**src/rtl/nmx1_wbm_pkg.sv**
```systemverilog
// Shared types and constants for the NEUROMORPHIC_X1 Wishbone initiator.
package nmx1_wbm_pkg;

    typedef enum logic [1:0] {
        IDLE = 2'd0,
        WDAT = 2'd1,
        BUS  = 2'd2,
        RSP  = 2'd3
    } wbm_state_e;

    localparam int WB_WORD_INC = 4;
    localparam int DEFAULT_AW  = 32;
    localparam int DEFAULT_DW  = 32;

endpackage

```
**src/rtl/nmx1_wbm_timeout.sv**
```systemverilog
// Strobe-wait watchdog: counts BUS cycles without ack, flags the final allowed cycle.
module nmx1_wbm_timeout #(
    parameter int TIMEOUT_CYC = 255
) (
    input  logic clk,
    input  logic rst,
    input  logic run,
    output logic expired
);

    localparam int CW = $clog2(TIMEOUT_CYC + 1);

    logic [CW-1:0] count;

    // Count is zero on every BUS entry because run is low in all other states.
    always_ff @(posedge clk) begin
        if (rst) begin
            count <= '0;
        end else if (run) begin
            count <= count + CW'(1);
        end else begin
            count <= '0;
        end
    end

    assign expired = run && (count == CW'(TIMEOUT_CYC - 1));

endmodule

```
**src/rtl/nmx1_wb_master.sv**
```systemverilog
// Wishbone classic initiator issuing 1..2^LEN_W single-cycle word beats per command.
// Optional strobe timeout enabled by defining NMX1_WBM_TIMEOUT_EN.
module nmx1_wb_master
    import nmx1_wbm_pkg::*;
#(
    parameter int AW          = DEFAULT_AW,
    parameter int DW          = DEFAULT_DW,
    parameter int LEN_W       = 4,
    parameter int TIMEOUT_CYC = 255
) (
    input  logic              wb_clk_i,
    input  logic              wb_rst_i,
    input  logic              cmd_valid,
    output logic              cmd_ready,
    input  logic              cmd_we,
    input  logic [AW-1:0]     cmd_adr,
    input  logic [DW/8-1:0]   cmd_sel,
    input  logic [LEN_W-1:0]  cmd_len,
    input  logic              wdat_valid,
    output logic              wdat_ready,
    input  logic [DW-1:0]     wdat_dat,
    output logic              rsp_valid,
    input  logic              rsp_ready,
    output logic [DW-1:0]     rsp_dat,
    output logic              rsp_err,
    output logic              rsp_last,
    output logic              busy,
    output logic              m_cyc_o,
    output logic              m_stb_o,
    output logic              m_we_o,
    output logic [DW/8-1:0]   m_sel_o,
    output logic [AW-1:0]     m_adr_o,
    output logic [DW-1:0]     m_dat_o,
    input  logic              m_ack_i,
    input  logic [DW-1:0]     m_dat_i,
    output logic [1:0]        state_dbg
);

    // Handshakes: a transfer happens on a rising edge where valid and ready are both high;
    // the offering side holds its payload stable until then.

    if (TIMEOUT_CYC < 1) begin : g_bad_timeout
        $error("TIMEOUT_CYC must be at least 1");
    end

    wbm_state_e       state, state_nx;
    logic [LEN_W-1:0] cnt, len_q;
    logic             we_q, cyc_q, err_q, last_q;
    logic [AW-1:0]    adr_q;
    logic [DW/8-1:0]  sel_q;
    logic [DW-1:0]    wdat_q, rdat_q;
    logic             tmo;

`ifdef NMX1_WBM_TIMEOUT_EN
    nmx1_wbm_timeout #(
        .TIMEOUT_CYC(TIMEOUT_CYC)
    ) u_timeout (
        .clk    (wb_clk_i),
        .rst    (wb_rst_i),
        .run    ((state == BUS) && !m_ack_i),
        .expired(tmo)
    );
`else
    assign tmo = 1'b0;
`endif

    always_comb begin
        state_nx = state;
        unique case (state)
            IDLE:    if (cmd_valid) state_nx = cmd_we ? WDAT : BUS;
            WDAT:    if (wdat_valid) state_nx = BUS;
            BUS:     if (m_ack_i || tmo) state_nx = RSP;
            RSP:     if (rsp_ready) state_nx = last_q ? IDLE : (we_q ? WDAT : BUS);
            default: state_nx = IDLE;
        endcase
    end

    always_ff @(posedge wb_clk_i) begin
        if (wb_rst_i) begin
            state  <= IDLE;
            cnt    <= '0;
            len_q  <= '0;
            we_q   <= 1'b0;
            adr_q  <= '0;
            sel_q  <= '0;
            wdat_q <= '0;
            rdat_q <= '0;
            err_q  <= 1'b0;
            last_q <= 1'b0;
            cyc_q  <= 1'b0;
        end else begin
            state <= state_nx;
            case (state)
                IDLE: if (cmd_valid) begin
                    we_q  <= cmd_we;
                    adr_q <= cmd_adr;
                    sel_q <= cmd_sel;
                    len_q <= cmd_len;
                    cnt   <= '0;
                    cyc_q <= !cmd_we;
                end
                WDAT: if (wdat_valid) begin
                    wdat_q <= wdat_dat;
                    cyc_q  <= 1'b1;
                end
                BUS: if (m_ack_i) begin
                    rdat_q <= we_q ? '0 : m_dat_i;
                    err_q  <= 1'b0;
                    last_q <= (cnt == len_q);
                end else if (tmo) begin
                    // Abandon the rest of the burst and release the bus immediately.
                    rdat_q <= '0;
                    err_q  <= 1'b1;
                    last_q <= 1'b1;
                    cyc_q  <= 1'b0;
                end
                RSP: if (rsp_ready) begin
                    cnt <= cnt + LEN_W'(1);
                    if (last_q) cyc_q <= 1'b0;
                end
                default: ;
            endcase
        end
    end

    assign cmd_ready  = (state == IDLE) && !wb_rst_i;
    assign wdat_ready = (state == WDAT);
    assign rsp_valid  = (state == RSP);
    assign rsp_dat    = rdat_q;
    assign rsp_err    = err_q;
    assign rsp_last   = last_q;
    assign busy       = (state != IDLE);
    assign m_cyc_o    = cyc_q;
    assign m_stb_o    = (state == BUS);
    assign m_we_o     = we_q;
    assign m_sel_o    = sel_q;
    assign m_adr_o    = adr_q + AW'(cnt) * AW'(WB_WORD_INC);
    assign m_dat_o    = wdat_q;
    assign state_dbg  = state;

endmodule

```
**config.mk**
```make
export PLATFORM = sky130hd
export DESIGN_NAME = nmx1_wb_master
export DESIGN_NICKNAME = d
export VERILOG_FILES = /design/src/rtl/nmx1_wbm_pkg.sv /design/src/rtl/nmx1_wbm_timeout.sv /design/src/rtl/nmx1_wb_master.sv
export SDC_FILE = /design/constraint.sdc
export NUM_CORES = 1
export LEC_CHECK = 0
export ABC_AREA = 1
export CAP_MARGIN = 20
export CORE_ASPECT_RATIO = 1.1
export CORE_MARGIN = 2
export CORE_UTILIZATION = 43
export DETAILED_ROUTE_END_ITERATION = 12
export PLACE_DENSITY = 0.81
export SLEW_MARGIN = 20
export SYNTH_ARGS = -nofsm -noshare
export SYNTH_HDL_FRONTEND = slang
export SYNTH_SLANG_ARGS = --single-unit
```
**constraint.sdc**
```tcl
create_clock -name wb_clk_i -period 2.1 [get_ports wb_clk_i]
set_input_delay 0.21 -clock wb_clk_i [delete_from_list [all_inputs] [get_ports wb_clk_i]]
set_output_delay 0.21 -clock wb_clk_i [all_outputs]
set_load 0.05 [all_outputs]
```
# ---- After elaboration in Yosys (flattened, before gate mapping)
# Cells that the tools add are included.
dict set report classes {
  n_reduce_logical 12
  n_eq_ne 9
  bitwise 1
  muxes 17
  add_sub_neg 2
}
# operator count
set op_table {}
lappend op_table {{$add A32 B6 Y32} 1}
lappend op_table {{$mux W32} 1}
lappend op_table {{$mux W2} 7}
lappend op_table {{$mux W4} 2}
lappend op_table {{$pmux W2 S4} 1}
lappend op_table {{$pmux W4 S2} 1}
lappend op_table {{$ne A2 B1 Y1 const B} 3}
lappend op_table {{$reduce_and A2 Y1} 3}
lappend op_table {{$reduce_and A5 Y1} 1}
lappend op_table {{$add A4 B1 Y4 const B} 1}
lappend op_table {{$eq A2 B2 Y1 const B} 2}
lappend op_table {{$eq A4 B4 Y1} 1}
lappend op_table {{$mux W1} 4}
lappend op_table {{$ne A2 B2 Y1 const B} 2}
lappend op_table {{$reduce_and A4 Y1} 1}
lappend op_table {{$reduce_bool A2 Y1} 2}
lappend op_table {{$pmux W1 S3} 1}
lappend op_table {{$reduce_and A3 Y1} 1}
lappend op_table {{$eq A2 B1 Y1 const B} 1}
lappend op_table {{$logic_not A1 Y1} 2}
lappend op_table {{$logic_not A2 Y1} 1}
lappend op_table {{$logic_and A1 B1 Y1} 1}
lappend op_table {{$not A1 Y1} 1}
dict set report totals {
  regBits 113
  wordCells 51
}

# ---- Depth between registers and ports, before layout
dict set report depth {
  ltp_word 4
  depth_mapped 11
  mapped_depth_nobuf 11
}

# ---- Worst setup path after synthesis
# Ideal clock, no wire load.
dict set report synth_path {
  path_kind {reg2out}
  start {register cnt[0]}
  end {output m_adr_o[16]}
  required_time_ns 1.890
  slack_ns -0.448
  t_arrival_ns 2.338
  n_path_buf 0
  stages_incl_launch_ff 11
  path_cell_list {dfxtp_1 -> ha_1 -> inv_1 -> fa_1 -> inv_1 -> nand2_1 -> nand2_1 -> nand2_1 -> nor2_4 -> nand2_1 -> xor2_1}
}
dict set report synth_between {
  elab_chain_cells 1
}
# element line
set synth_rtl {}
lappend synth_rtl {{from (decl)} nmx1_wb_master.sv:47} ;# logic [LEN_W-1:0] cnt, len_q;
lappend synth_rtl {{from (signal assigned)} nmx1_wb_master.sv:118} ;# cnt <= cnt + LEN_W'(1);
lappend synth_rtl {{$add A32 B6 Y32} nmx1_wb_master.sv:137} ;# assign m_adr_o = adr_q + AW'(cnt) * AW'(WB_WORD_INC);
lappend synth_rtl {{to (decl)} nmx1_wb_master.sv:32} ;# output logic [AW-1:0] m_adr_o,
# No other way between the ends.

# ---- Worst setup path in the final report
dict set report layout_path {
  start {register cnt[0]}
  end {output m_adr_o[12]}
}
# Same word-level chain as after synthesis.

==> qor.yml <==
power_and_ir_drop:
  power.density_mw_per_mm2: 879
  vdd_ir_drop_max_mv: 0.584
  power_leakage_uw: 0.00342
grt:
  grt_max_degree: 41
  grt_pass1_wl_mm: 28.4
  gr-total-overflow: 0
  antenna_found_initial: 0
  grt_use_total_pct: 28.1
  grt_pass1_vias: 5788
status:
  violations: "setup timing"
  status: "finished with violations"
sta:
  rsz0062_at_grt: "yes"
  skew_ns: 0.0115
  maxSlewHeadroom_pct: 59.4
  hold_viol: 0
  post-route-period-util_pct: 118
  finalCriticalPeriod_ns: 2.49
  layout_setup_ws_ns: -0.386
  worst_slew_pin_slew_ns: 0.608
  fin_hold_ws_ns: 0.316
  setup_violations: 25
  drv_slew: 0
  max_freq_mhz: 402
layout:
  final_common_cell: "clkdlybuf4s50_1"
  fillCellCount: 803
  final_cell_mix: "clkdlybuf4s50_1, nand2_1, dfxtp_1, nor2_1, nand3_1"
  drive_gt1_share_pct: 21.3
  final_area_mm2: 0.00913
  stdcell_count: 1145
  finish.utilization_pct: 76.5
  fin_nets: 1095
  syn_to_final_growth_pct: 74.6
  n_antenna_cell: 0
drt:
  dr.pass1.iters: 6
  dr_total_vias: 6017
  wire_per_inst_um: 16.6
  dr.first_iter.drc_count: 364
  drt-total-wl_mm: 19.0
  drc: 0
  avgViaCountPerCell: 5.26
  ant_nets: 0
setup_path:
  worstPathArrival_ns: 2.28
  critical-path-top-delay-family: "adder cells"
  critical_path_class: "flop to primary output"
  slowest_delay_ns: 0.37
  worstPathCellList: "ha_4 -> inv_2 -> fa_2 -> inv_2 -> nand2_2 -> nand2_4 -> nand3_2 -> nor2_4 -> buf_12 -> xor2_4 -> buf_12"
  cpMaxStageDelayCell: "fa_2"
  path_buf_inv: 4
  cp_max_fo: 3
  worstPathRequired_ns: 1.89
  critPathLaunchType: "flop"
  end_kind: "primary output"
synth:
  async_flop_share_pct: 0
  synth_cells: 748
  synthesis.area_mm2: 0.00523
  synth_edf_count: 0
  yosysSeqAreaShare_pct: 43.3
  synth_nets: 865
  syn_area_per_cell_um2: 6.99
  ys_types: 30
  synth_seq_cells: 113
  yosysWarnings: 0
  synthFlopType: "dfxtp_1"
worst_hold_path:
  hp-class: "input port to flop"
floorplan:
  rows: 42
  fp.coreArea_mm2: 0.0119
  die_w_um: 109
  start_util_pct: 43.8
  pin_count: 222
  die_y_um: 120
  die-area_mm2: 0.0131
clock_network:
  cts_tree: "yes"
  clk_latency_ns: 0.41
  clk_pin_slew_worst_paths_ns: 0.05
  cts_hold_buf: 0
  cts_made_buffers: 17
  cts.sinks: 113
  clk_path_buf_depth: 2
  cts_root_buf: "clkbuf_16"
  htree_num_levels: 4
placed_design:
  dpl.hpwl_mm: 12.3
  placed_cells: 1104
  dpl_cell_area_mm2: 0.00800
  gp_congestion: 0.906
  portBuffers: 220
  pre_cts_ws_ns: -0.0765
job:
  drv_cap: 0
## layer usage
layer | track usage, % | wire (um)
met5 | 0 | 0
met1 | 29.7 | 6580
met2 | 49.0 | 9680
met3 | 11.1 | 1980
met4 | 11.9 | 778
## flip-flops by register name, indices dropped and copies added, names as in the netlist
signal / flops
adr_q: 32
cnt: 4
len_q: 4
m_cyc_o: 1
m_dat_o: 32
m_sel_o: 4
m_we_o: 1
rsp_dat: 32
rsp_last: 1
state_dbg: 2
## repair_timing
action / in CTS / in global routing
buffers inserted: 5 / 6
endpoints found under the setup margin: 28 / 28
resized for setup: 70 / 48
endpoints found under the hold margin: 0 / 0
pin swaps: 24 / 29
## cells by family (layout without fill, tap and decap cells)
kind of cell,count (synthesis),count (layout),share of synthesized area (%)
compound gates,122,122,11.7
xor+xnor,19,19,3.18
flops,113,113,43.3
buf+inv,88,331,7.94
simple gates,399,399,32.2
fa+ha+maj,6,6,1.58
other cells,1,1,0.0717
## final timing paths
path	startpoint	to	slack (ns)	depth (start not counted)
min	wb_rst_i	m_dat_o[12]$_SDFFE_PP0P_	0.32	3
max reg2reg	state_dbg[1]$_SDFFE_PP0P_	adr_q[13]$_SDFFE_PP0P_	0.35	4
max	cnt[0]$_SDFFE_PP0P_	m_adr_o[12]	-0.39	11
min reg2reg	m_dat_o[14]$_SDFFE_PP0P_	m_dat_o[14]$_SDFFE_PP0P_	0.46	2
## power by group
group          switching, uW  total [uW]  internal (uW)
clock                   1020        2820           1800
combinational           1570        2640           1060
sequential               206        2570           2360
## through the flow
| stage | power [uW] | setup TNS (ns) |
|---|---|---|
| 5_1_grt | 8320 | -6.60 |
| 4_1_cts | 7950 | -3.96 |
| 3_3_place_gp | 5060 | 0 |
| 6_report | 8030 | -4.84 |
| 2_1_floorplan | 4040 | -0.617 |
| 3_5_place_dp | 5090 | -0.328 |
## cell type report
class | count | area (um2) | share of cell area [%]
multi-input cells | 547 | 3110 | 34.1
flip-flops and latches | 113 | 2280 | 25.0
repair buffers | 253 | 2800 | 30.6
inverters | 46 | 175 | 1.92
well taps | 154 | 193 | 2.11
clock buffers | 22 | 464 | 5.08
clock inverters | 10 | 110 | 1.21
## worst min-delay path, delay by kind of cell
kind | cells | cell delay (ns)
buffers and inverters | 2 | 0.34
AO/OA/AOI/OAI | 1 | 0.13
## synth_stat cells, types with 2 or more instances
library cell | number | area share [%]
a21oi_1 | 70 | 6.7
buf_1 | 3 | 0.22
buf_2 | 10 | 0.96
buf_4 | 8 | 1.1
buf_6 | 5 | 1.1
clkbuf_1 | 14 | 1.0
clkbuf_2 | 2 | 0.19
dfxtp_1 | 113 | 43
ha_1 | 5 | 1.2
inv_1 | 42 | 3.0
inv_2 | 3 | 0.22
nand2_1 | 186 | 13
nand2_4 | 2 | 0.43
nand3_1 | 92 | 8.8
nand3b_1 | 5 | 0.72
nand4_1 | 5 | 0.60
nor2_1 | 102 | 7.3
nor2_2 | 2 | 0.24
nor2_4 | 2 | 0.43
o21ai_0 | 50 | 4.8
xnor2_1 | 7 | 1.2
xor2_1 | 12 | 2.0
Power figures use the tool's default switching activity.
